===== src/rtl/lms_readout_trainer_pkg.sv =====
// lms_pkg: types and helpers shared by the LMS readout trainer.
//   state_t : controller states
//   clog2   : ceiling log2, used for accumulator and index widths
//   sat_s   : clamp a signed value into the range of a w-bit signed number
package lms_pkg;

  typedef enum logic [2:0] {
    IDLE = 3'd0,
    ACC  = 3'd1,
    ERR  = 3'd2,
    UPD  = 3'd3,
    DONE = 3'd4
  } state_t;

  function automatic int clog2(input int v);
    int r;
    r = 0;
    while ((1 << r) < v) r = r + 1;
    return r;
  endfunction

  function automatic longint sat_s(input longint v, input int w);
    longint hi;
    longint lo;
    hi = (64'sd1 <<< (w - 1)) - 64'sd1;
    lo = -hi - 64'sd1;
    if (v > hi) return hi;
    if (v < lo) return lo;
    return v;
  endfunction

endpackage


===== src/rtl/lms_readout_trainer_mac_sat.sv =====
// lms_mac_sat: shared signed multiply / shift / saturating add.
//   op_a, op_b : signed multiplier operands
//   addend     : signed value added to the (optionally shifted) product
//   upd_mode   : 0 = accumulate (no shift, clamp to S_W bits)
//                1 = weight update (product >>> SHIFT, clamp to NARROW_W bits)
//   result     : clamped sum, sign-extended to S_W bits
//   sat        : clamping changed the sum
module lms_mac_sat
  import lms_pkg::*;
#(
  parameter int A_W      = 17,
  parameter int B_W      = 16,
  parameter int S_W      = 29,
  parameter int NARROW_W = 8,
  parameter int SHIFT    = 12
) (
  input  logic signed [A_W-1:0] op_a,
  input  logic signed [B_W-1:0] op_b,
  input  logic signed [S_W-1:0] addend,
  input  logic                  upd_mode,
  output logic signed [S_W-1:0] result,
  output logic                  sat
);

  localparam int P_W   = A_W + B_W;
  localparam int SUM_W = ((P_W > S_W) ? P_W : S_W) + 1;

  logic signed [P_W-1:0]   prod;
  logic signed [P_W-1:0]   prod_sh;
  logic signed [SUM_W-1:0] sum;
  longint                  lim;

  always_comb begin
    prod    = op_a * op_b;
    prod_sh = upd_mode ? (prod >>> SHIFT) : prod;
    sum     = {{(SUM_W-P_W){prod_sh[P_W-1]}}, prod_sh}
            + {{(SUM_W-S_W){addend[S_W-1]}}, addend};
    lim     = upd_mode ? sat_s(longint'(sum), NARROW_W) : sat_s(longint'(sum), S_W);
    result  = S_W'(lim);
    sat     = (lim != longint'(sum));
  end

endmodule


===== src/rtl/lms_readout_trainer.sv =====
// lms_readout_trainer: reservoir readout y = sum(x_i*w_i) >>> W_FRAC computed serially on
// one shared multiplier, with an optional LMS weight step w_i += (e*x_i) >>> MU_SHIFT.
//   clk, rst_n       : clock, asynchronous active-low reset
//   training         : captured at accept; 1 = run the weight update for this sample
//   in_valid/in_ready: sample handshake (in_ready only in IDLE and not loading)
//   x_flat, y_target : neuron outputs and desired output
//   w_load, w_init_flat : load all weights (IDLE only)
//   out_valid        : one-cycle pulse, y_out/err_out/sat_flag valid, weights final
//   y_out, err_out   : saturated readout and y_target - y_out
//   sat_flag         : y or any weight saturated during this sample
//   w_flat           : current weights
//
// state | meaning
// IDLE  | waiting for a sample or a weight load
// ACC   | one MAC per cycle, index 0..N-1
// ERR   | scale/saturate y, form error
// UPD   | one weight update per cycle, index 0..N-1 (training only)
// DONE  | out_valid pulse
module lms_readout_trainer
  import lms_pkg::*;
#(
  parameter int N_NEURONS = 19,
  parameter int X_W       = 16,
  parameter int W_W       = 8,
  parameter int W_FRAC    = 6,
  parameter int MU_SHIFT  = 12
) (
  input  logic                     clk,
  input  logic                     rst_n,
  input  logic                     training,
  input  logic                     in_valid,
  output logic                     in_ready,
  input  logic [N_NEURONS*X_W-1:0] x_flat,
  input  logic [X_W-1:0]           y_target,
  input  logic                     w_load,
  input  logic [N_NEURONS*W_W-1:0] w_init_flat,
  output logic                     out_valid,
  output logic [X_W-1:0]           y_out,
  output logic [X_W:0]             err_out,
  output logic                     sat_flag,
  output logic [N_NEURONS*W_W-1:0] w_flat
);

  localparam int ACC_W = X_W + W_W + clog2(N_NEURONS);
  localparam int E_W   = X_W + 1;
  localparam int IDX_W = (clog2(N_NEURONS) > 0) ? clog2(N_NEURONS) : 1;
  localparam logic [IDX_W-1:0] IDX_LAST = IDX_W'(N_NEURONS - 1);

  state_t state, state_nx;

  logic signed [X_W-1:0]   x_r [N_NEURONS];
  logic signed [W_W-1:0]   w_r [N_NEURONS];
  logic signed [X_W-1:0]   yt_r;
  logic                    train_r;
  logic signed [ACC_W-1:0] acc;
  logic [IDX_W-1:0]        idx;
  logic signed [X_W-1:0]   y_r;
  logic signed [E_W-1:0]   e_r;
  logic                    sat_r;
  logic                    accept;

  logic signed [X_W-1:0]   x_cur;
  logic signed [W_W-1:0]   w_cur;
  logic signed [E_W-1:0]   mac_a;
  logic signed [X_W-1:0]   mac_b;
  logic signed [ACC_W-1:0] mac_add;
  logic signed [ACC_W-1:0] mac_res;
  logic                    mac_sat;
  logic                    upd_mode;

  logic signed [ACC_W-1:0] y_shift;
  longint                  y_lim;
  logic signed [X_W-1:0]   y_sat;
  logic                    y_sat_hit;
  logic signed [E_W-1:0]   e_next;

  // FSM
  always_ff @(posedge clk or negedge rst_n) begin
    if (!rst_n) state <= IDLE;
    else        state <= state_nx;
  end

  always_comb begin
    state_nx  = state;
    in_ready  = 1'b0;
    out_valid = 1'b0;
    case (state)
      IDLE: begin
        // a pending load takes priority; the sample is taken the cycle after
        in_ready = !w_load;
        if (in_valid && !w_load) state_nx = ACC;
      end
      ACC:     if (idx == IDX_LAST) state_nx = ERR;
      ERR:     state_nx = train_r ? UPD : DONE;
      UPD:     if (idx == IDX_LAST) state_nx = DONE;
      DONE: begin
        out_valid = 1'b1;
        state_nx  = IDLE;
      end
      default: state_nx = IDLE;
    endcase
  end

  assign accept = in_valid & in_ready;

  // Operand mux for the shared MAC
  assign x_cur    = x_r[idx];
  assign w_cur    = w_r[idx];
  assign upd_mode = (state == UPD);

  always_comb begin
    mac_a   = {x_cur[X_W-1], x_cur};
    mac_b   = {{(X_W-W_W){w_cur[W_W-1]}}, w_cur};
    mac_add = acc;
    if (upd_mode) begin
      mac_a   = e_r;
      mac_b   = x_cur;
      mac_add = {{(ACC_W-W_W){w_cur[W_W-1]}}, w_cur};
    end
  end

  lms_mac_sat #(
    .A_W      (E_W),
    .B_W      (X_W),
    .S_W      (ACC_W),
    .NARROW_W (W_W),
    .SHIFT    (MU_SHIFT)
  ) u_mac (
    .op_a     (mac_a),
    .op_b     (mac_b),
    .addend   (mac_add),
    .upd_mode (upd_mode),
    .result   (mac_res),
    .sat      (mac_sat)
  );

  // Readout scaling and error
  always_comb begin
    y_shift   = acc >>> W_FRAC;
    y_lim     = sat_s(longint'(y_shift), X_W);
    y_sat     = X_W'(y_lim);
    y_sat_hit = (y_lim != longint'(y_shift));
    e_next    = {yt_r[X_W-1], yt_r} - {y_sat[X_W-1], y_sat};
  end

  // Datapath and weight register file
  always_ff @(posedge clk or negedge rst_n) begin
    if (!rst_n) begin
      for (int i = 0; i < N_NEURONS; i++) begin
        w_r[i] <= '0;
        x_r[i] <= '0;
      end
      yt_r    <= '0;
      train_r <= 1'b0;
      acc     <= '0;
      idx     <= '0;
      y_r     <= '0;
      e_r     <= '0;
      sat_r   <= 1'b0;
    end else begin
      case (state)
        IDLE: begin
          if (w_load) begin
            for (int i = 0; i < N_NEURONS; i++) w_r[i] <= w_init_flat[i*W_W +: W_W];
          end else if (accept) begin
            for (int i = 0; i < N_NEURONS; i++) x_r[i] <= x_flat[i*X_W +: X_W];
            yt_r    <= y_target;
            train_r <= training;
            acc     <= '0;
            sat_r   <= 1'b0;
          end
        end
        ACC: begin
          acc <= mac_res;
          idx <= (idx == IDX_LAST) ? '0 : idx + 1'b1;
        end
        ERR: begin
          y_r   <= y_sat;
          e_r   <= e_next;
          sat_r <= y_sat_hit;
        end
        UPD: begin
          w_r[idx] <= mac_res[W_W-1:0];
          sat_r    <= sat_r | mac_sat;
          idx      <= (idx == IDX_LAST) ? '0 : idx + 1'b1;
        end
        default: ;
      endcase
    end
  end

  for (genvar g = 0; g < N_NEURONS; g++) begin : g_wflat
    assign w_flat[g*W_W +: W_W] = w_r[g];
  end

  assign y_out    = y_r;
  assign err_out  = e_r;
  assign sat_flag = out_valid & sat_r;

endmodule

===== config.mk =====
export PLATFORM = sky130hd
export DESIGN_NAME = lms_readout_trainer
export DESIGN_NICKNAME = d
export VERILOG_FILES = /design/src/rtl/lms_readout_trainer_pkg.sv /design/src/rtl/lms_readout_trainer_mac_sat.sv /design/src/rtl/lms_readout_trainer.sv
export SDC_FILE = /design/constraint.sdc
export NUM_CORES = 2
export LEC_CHECK = 0
export ABC_AREA = 0
export ABC_CLOCK_PERIOD_IN_PS = 38500
export CORE_UTILIZATION = 30
export CTS_BUF_LIST = sky130_fd_sc_hd__clkbuf_16
export DETAILED_ROUTE_END_ITERATION = 7
export HOLD_SLACK_MARGIN = 0.15
export PLACE_DENSITY = 0.55
export SLEW_MARGIN = 20
export SYNTH_ARGS = -nofsm -noshare
export SYNTH_HDL_FRONTEND = slang
export SYNTH_SLANG_ARGS = --single-unit

===== constraint.sdc =====
create_clock -name clk -period 38.5 [get_ports clk]
set_input_delay 7.7 -clock clk [delete_from_list [all_inputs] [get_ports clk]]
set_output_delay 7.7 -clock clk [all_outputs]
set_load 0.02 [all_outputs]

==> metrics.yaml <==
run:
  drv_cap: 0
route:
  drc: 0
  ant_nets: 0
  first_pass_iters: 7
  drt_iter0_drc: 2813
  drt-wirelength-per-cell_um: 24.1
  wl_um: 157000
  dr_total_vias: 33900
  avgViaCountPerCell: 5.19
setup_path:
  path_max_fanout: 43
  worstSetupPathType: "flip-flop to flip-flop"
  cp_data_required_time_ns: 39.02
  crit_path_end_kind: "flip-flop"
  cp_common_cell: "fa_1"
  critPathLaunchType: "flip-flop"
  arrival_ns: 17.34
  max_stage_delay_ns: 0.92
  crit_slowest_cell: "a31o_1"
layout:
  layout.nets: 5575
  area_growth_pct: 26.5
  final_layout_size_suffix_gt1_share_pct: 13.7
  num-fill-cells: 13500
synthesis:
  synth_xor_xnor_area_share_pct: 1.69
  synth-seq-cells: 544
  synthSimpleGateAreaFrac_pct: 12.1
  synthAdderAreaFrac_pct: 18.1
  synthMuxAreaShare_pct: 16.5
  synth-async-reset-ratio_pct: 100
  ys_seq_area_share_pct: 33.7
  synth_warnings: 0
  synth_top_area_share_pct: 33.7
  synth_commonest_cells: "dfrtp_1, nand2_1, nor2_1, inv_1, o21ai_0"
  ys_types: 95
  synth-edff-count: 0
  synth_nets: 5017
  synth_top_area_cell: "dfrtp_1"
  synth_top_family_by_area: "adder cells"
  netlist_top_cells_area: "dfrtp_1, fa_1, mux2_2, mux4_2, ha_1"
  synth_area_mm2: 0.0404
  synth_compound_area_share_pct: 12.0
  synthFlopType: "dfrtp_1"
  postSynthAreaPerCell_um2: 9.80
  synthCells: 4122
  synth.most_common_cell: "dfrtp_1"
clock_network:
  cts_tree: "done"
  clock_latency_ns: 0.69
  hold_buffers: 0
  h-tree-depth: 3
  cts.sinks: 544
  clockBufferDepth: 3
  ctsResizeCount: 0
  post_cts_buffers: 0
  root_buffer: "clkbuf_16"
  cts_buffers: 69
  cts.reportedPaths.clkPinSlew_ns: 0.06
placement:
  routabilityCongestion: 0.938
  dp_hpwl_um: 123000
  portBuffers: 664
global_routing:
  grt_overflow_total: 0
  antenna_found_initial: 69
  grt_max_degree: 192
  grt_pass1_vias: 34500
  grt_use_total_pct: 22.9
  grt_pass1_wl_um: 231000
die:
  io_pins: 665
  core_area_mm2: 0.133
  core.rowCount: 134
  die_y_um: 369
  die-area_mm2: 0.136
  start_util_pct: 30.3
  die_w_um: 369
timing:
  finalCriticalPeriod_ns: 16.83
  finalCritPeriodShare_pct: 43.7
  worst_slew_pin_slew_ns: 1.37
  rsz0062_at_grt: "no"
  hold_viol: 0
  finClkSkew_ns: 0.0551
  finalSetupViolations: 0
  tns_ns: 0
  clock.fmax_mhz: 59.4
  drv_slew: 0
  slew_headroom_pct: 8.59
hold_path:
  hold_path.class: "flip-flop to flip-flop"
outcome:
  outcome: "finished, final reports clean"
==> cells in the final DEF, fill, tap and decap left out, types with 6 or more instances in the layout <==
| master | Yosys | routed |
|---|---|---|
| a211oi_1 | 13 | 13 |
| fa_1 | 278 | 278 |
| or2_2 | 18 | 18 |
| nand2_1 | 459 | 456 |
| o21a_1 | 32 | 32 |
| nand3_1 | 53 | 53 |
| mux4_2 | 100 | 100 |
| buf_4 | 0 | 51 |
| nor2_1 | 439 | 438 |
| nor2b_1 | 29 | 29 |
| o22ai_1 | 26 | 26 |
| nand3b_1 | 6 | 6 |
| o31ai_1 | 8 | 8 |
| nor4_1 | 10 | 10 |
| o21ai_0 | 327 | 325 |
| a21oi_1 | 276 | 276 |
| a21boi_0 | 7 | 6 |
| dfrtp_1 | 544 | 539 |
| o21bai_1 | 8 | 8 |
| clkinv_2 | 0 | 6 |
| diode_2 | 0 | 31 |
| clkbuf_16 | 0 | 70 |
| ha_1 | 140 | 140 |
| and2_1 | 14 | 14 |
| mux2i_1 | 79 | 79 |
| a31oi_1 | 21 | 21 |
| o21ai_1 | 13 | 12 |
| nand4_1 | 16 | 16 |
| or3_1 | 7 | 7 |
| nand2b_1 | 37 | 36 |
| clkdlybuf4s50_1 | 0 | 663 |
| xnor2_1 | 48 | 48 |
| mux2_2 | 323 | 323 |
| clkinv_1 | 1 | 17 |
| xor2_1 | 26 | 26 |
| a21o_1 | 28 | 28 |
| inv_1 | 381 | 399 |
| nor3_1 | 21 | 21 |
==> worst max-delay path: cells and delay by family, from the launching register on <==
| kind | cells | cell delay, ns |
|---|---|---|
| fa+ha+maj | 9 | 4.43 |
| compound gates | 16 | 4.29 |
| simple gates | 14 | 3.37 |
| flops | 1 | 0.80 |
| xor+xnor | 2 | 0.65 |
| buf+inv | 7 | 2.10 |
| mux | 3 | 0.90 |
==> final cells by class <==
cell class / count / area (µm²) / share of cell area (%)
tap: 1768 / 2210 / 4.33
timing repair buffer: 718 / 7090 / 13.9
clock buffer: 70 / 1750 / 3.43
inverter: 383 / 1440 / 2.81
clock inverter: 54 / 433 / 0.847
sequential: 544 / 13600 / 26.7
antenna: 31 / 77.6 / 0.152
multi-input combinational: 2964 / 24500 / 47.9
==> final timing paths <==
path	endpoint	slack (ns)	cells past startpoint	startpoint
setup / recovery	sat_r	21.68	51	idx[0]
hold / removal	y_out[2]	0.48	2	y_out[2]
setup reg to reg	sat_r	21.68	51	idx[0]
hold reg to reg	y_out[2]	0.48	2	y_out[2]
max in group asynchronous	idx[2]	29.31	3	rst_n
min in group asynchronous	x_r[8]	6.98	1	rst_n
==> through the flow <==
stage	utilization (%)	cell area [µm²]	cells	setup WS [ns]	hold slack (ns)
finish	38.3	51100	6532	21.68	0.478
detailed placement	36.6	48800	6376	21.72	0.475
floorplan	-	40400	4122	22.47	0.467
global route	38.3	51100	6520	20.56	0.495
global placement	36.6	48800	6376	21.75	0.467
CTS	38.2	51000	6500	21.70	0.488
==> layer usage <==
metal	track usage (%)	vias to the layer above	part of all wire, %
met2	36.1	1301	47
met5	0	-	0.26
met3	7.22	327	9.0
met4	9.11	66	4.0
li1	-	15100	-
met1	28.9	17100	40
==> cell families (layout without fill, tap and decap cells) <==
kind of cell | after synthesis | in the layout
buffers and inverters | 614 | 1225
AO/OA/AOI/OAI | 828 | 828
other | 0 | 31
AND/OR/NAND/NOR | 1140 | 1140
adder cells (fa/ha/maj) | 418 | 418
XOR/XNOR | 76 | 76
multiplexers | 502 | 502
flip-flops | 544 | 544
==> registers in the layout, indices dropped and copies added, names as in the netlist <==
register,count
x_r,304
w_flat,152
acc,29
err_out,17
y_out,16
yt_r,16
idx,5
state,3
sat_r,1
train_r,1
Power is not shown: default switching activity piles up to over one toggle a cycle in this logic, so the estimate is an artifact.
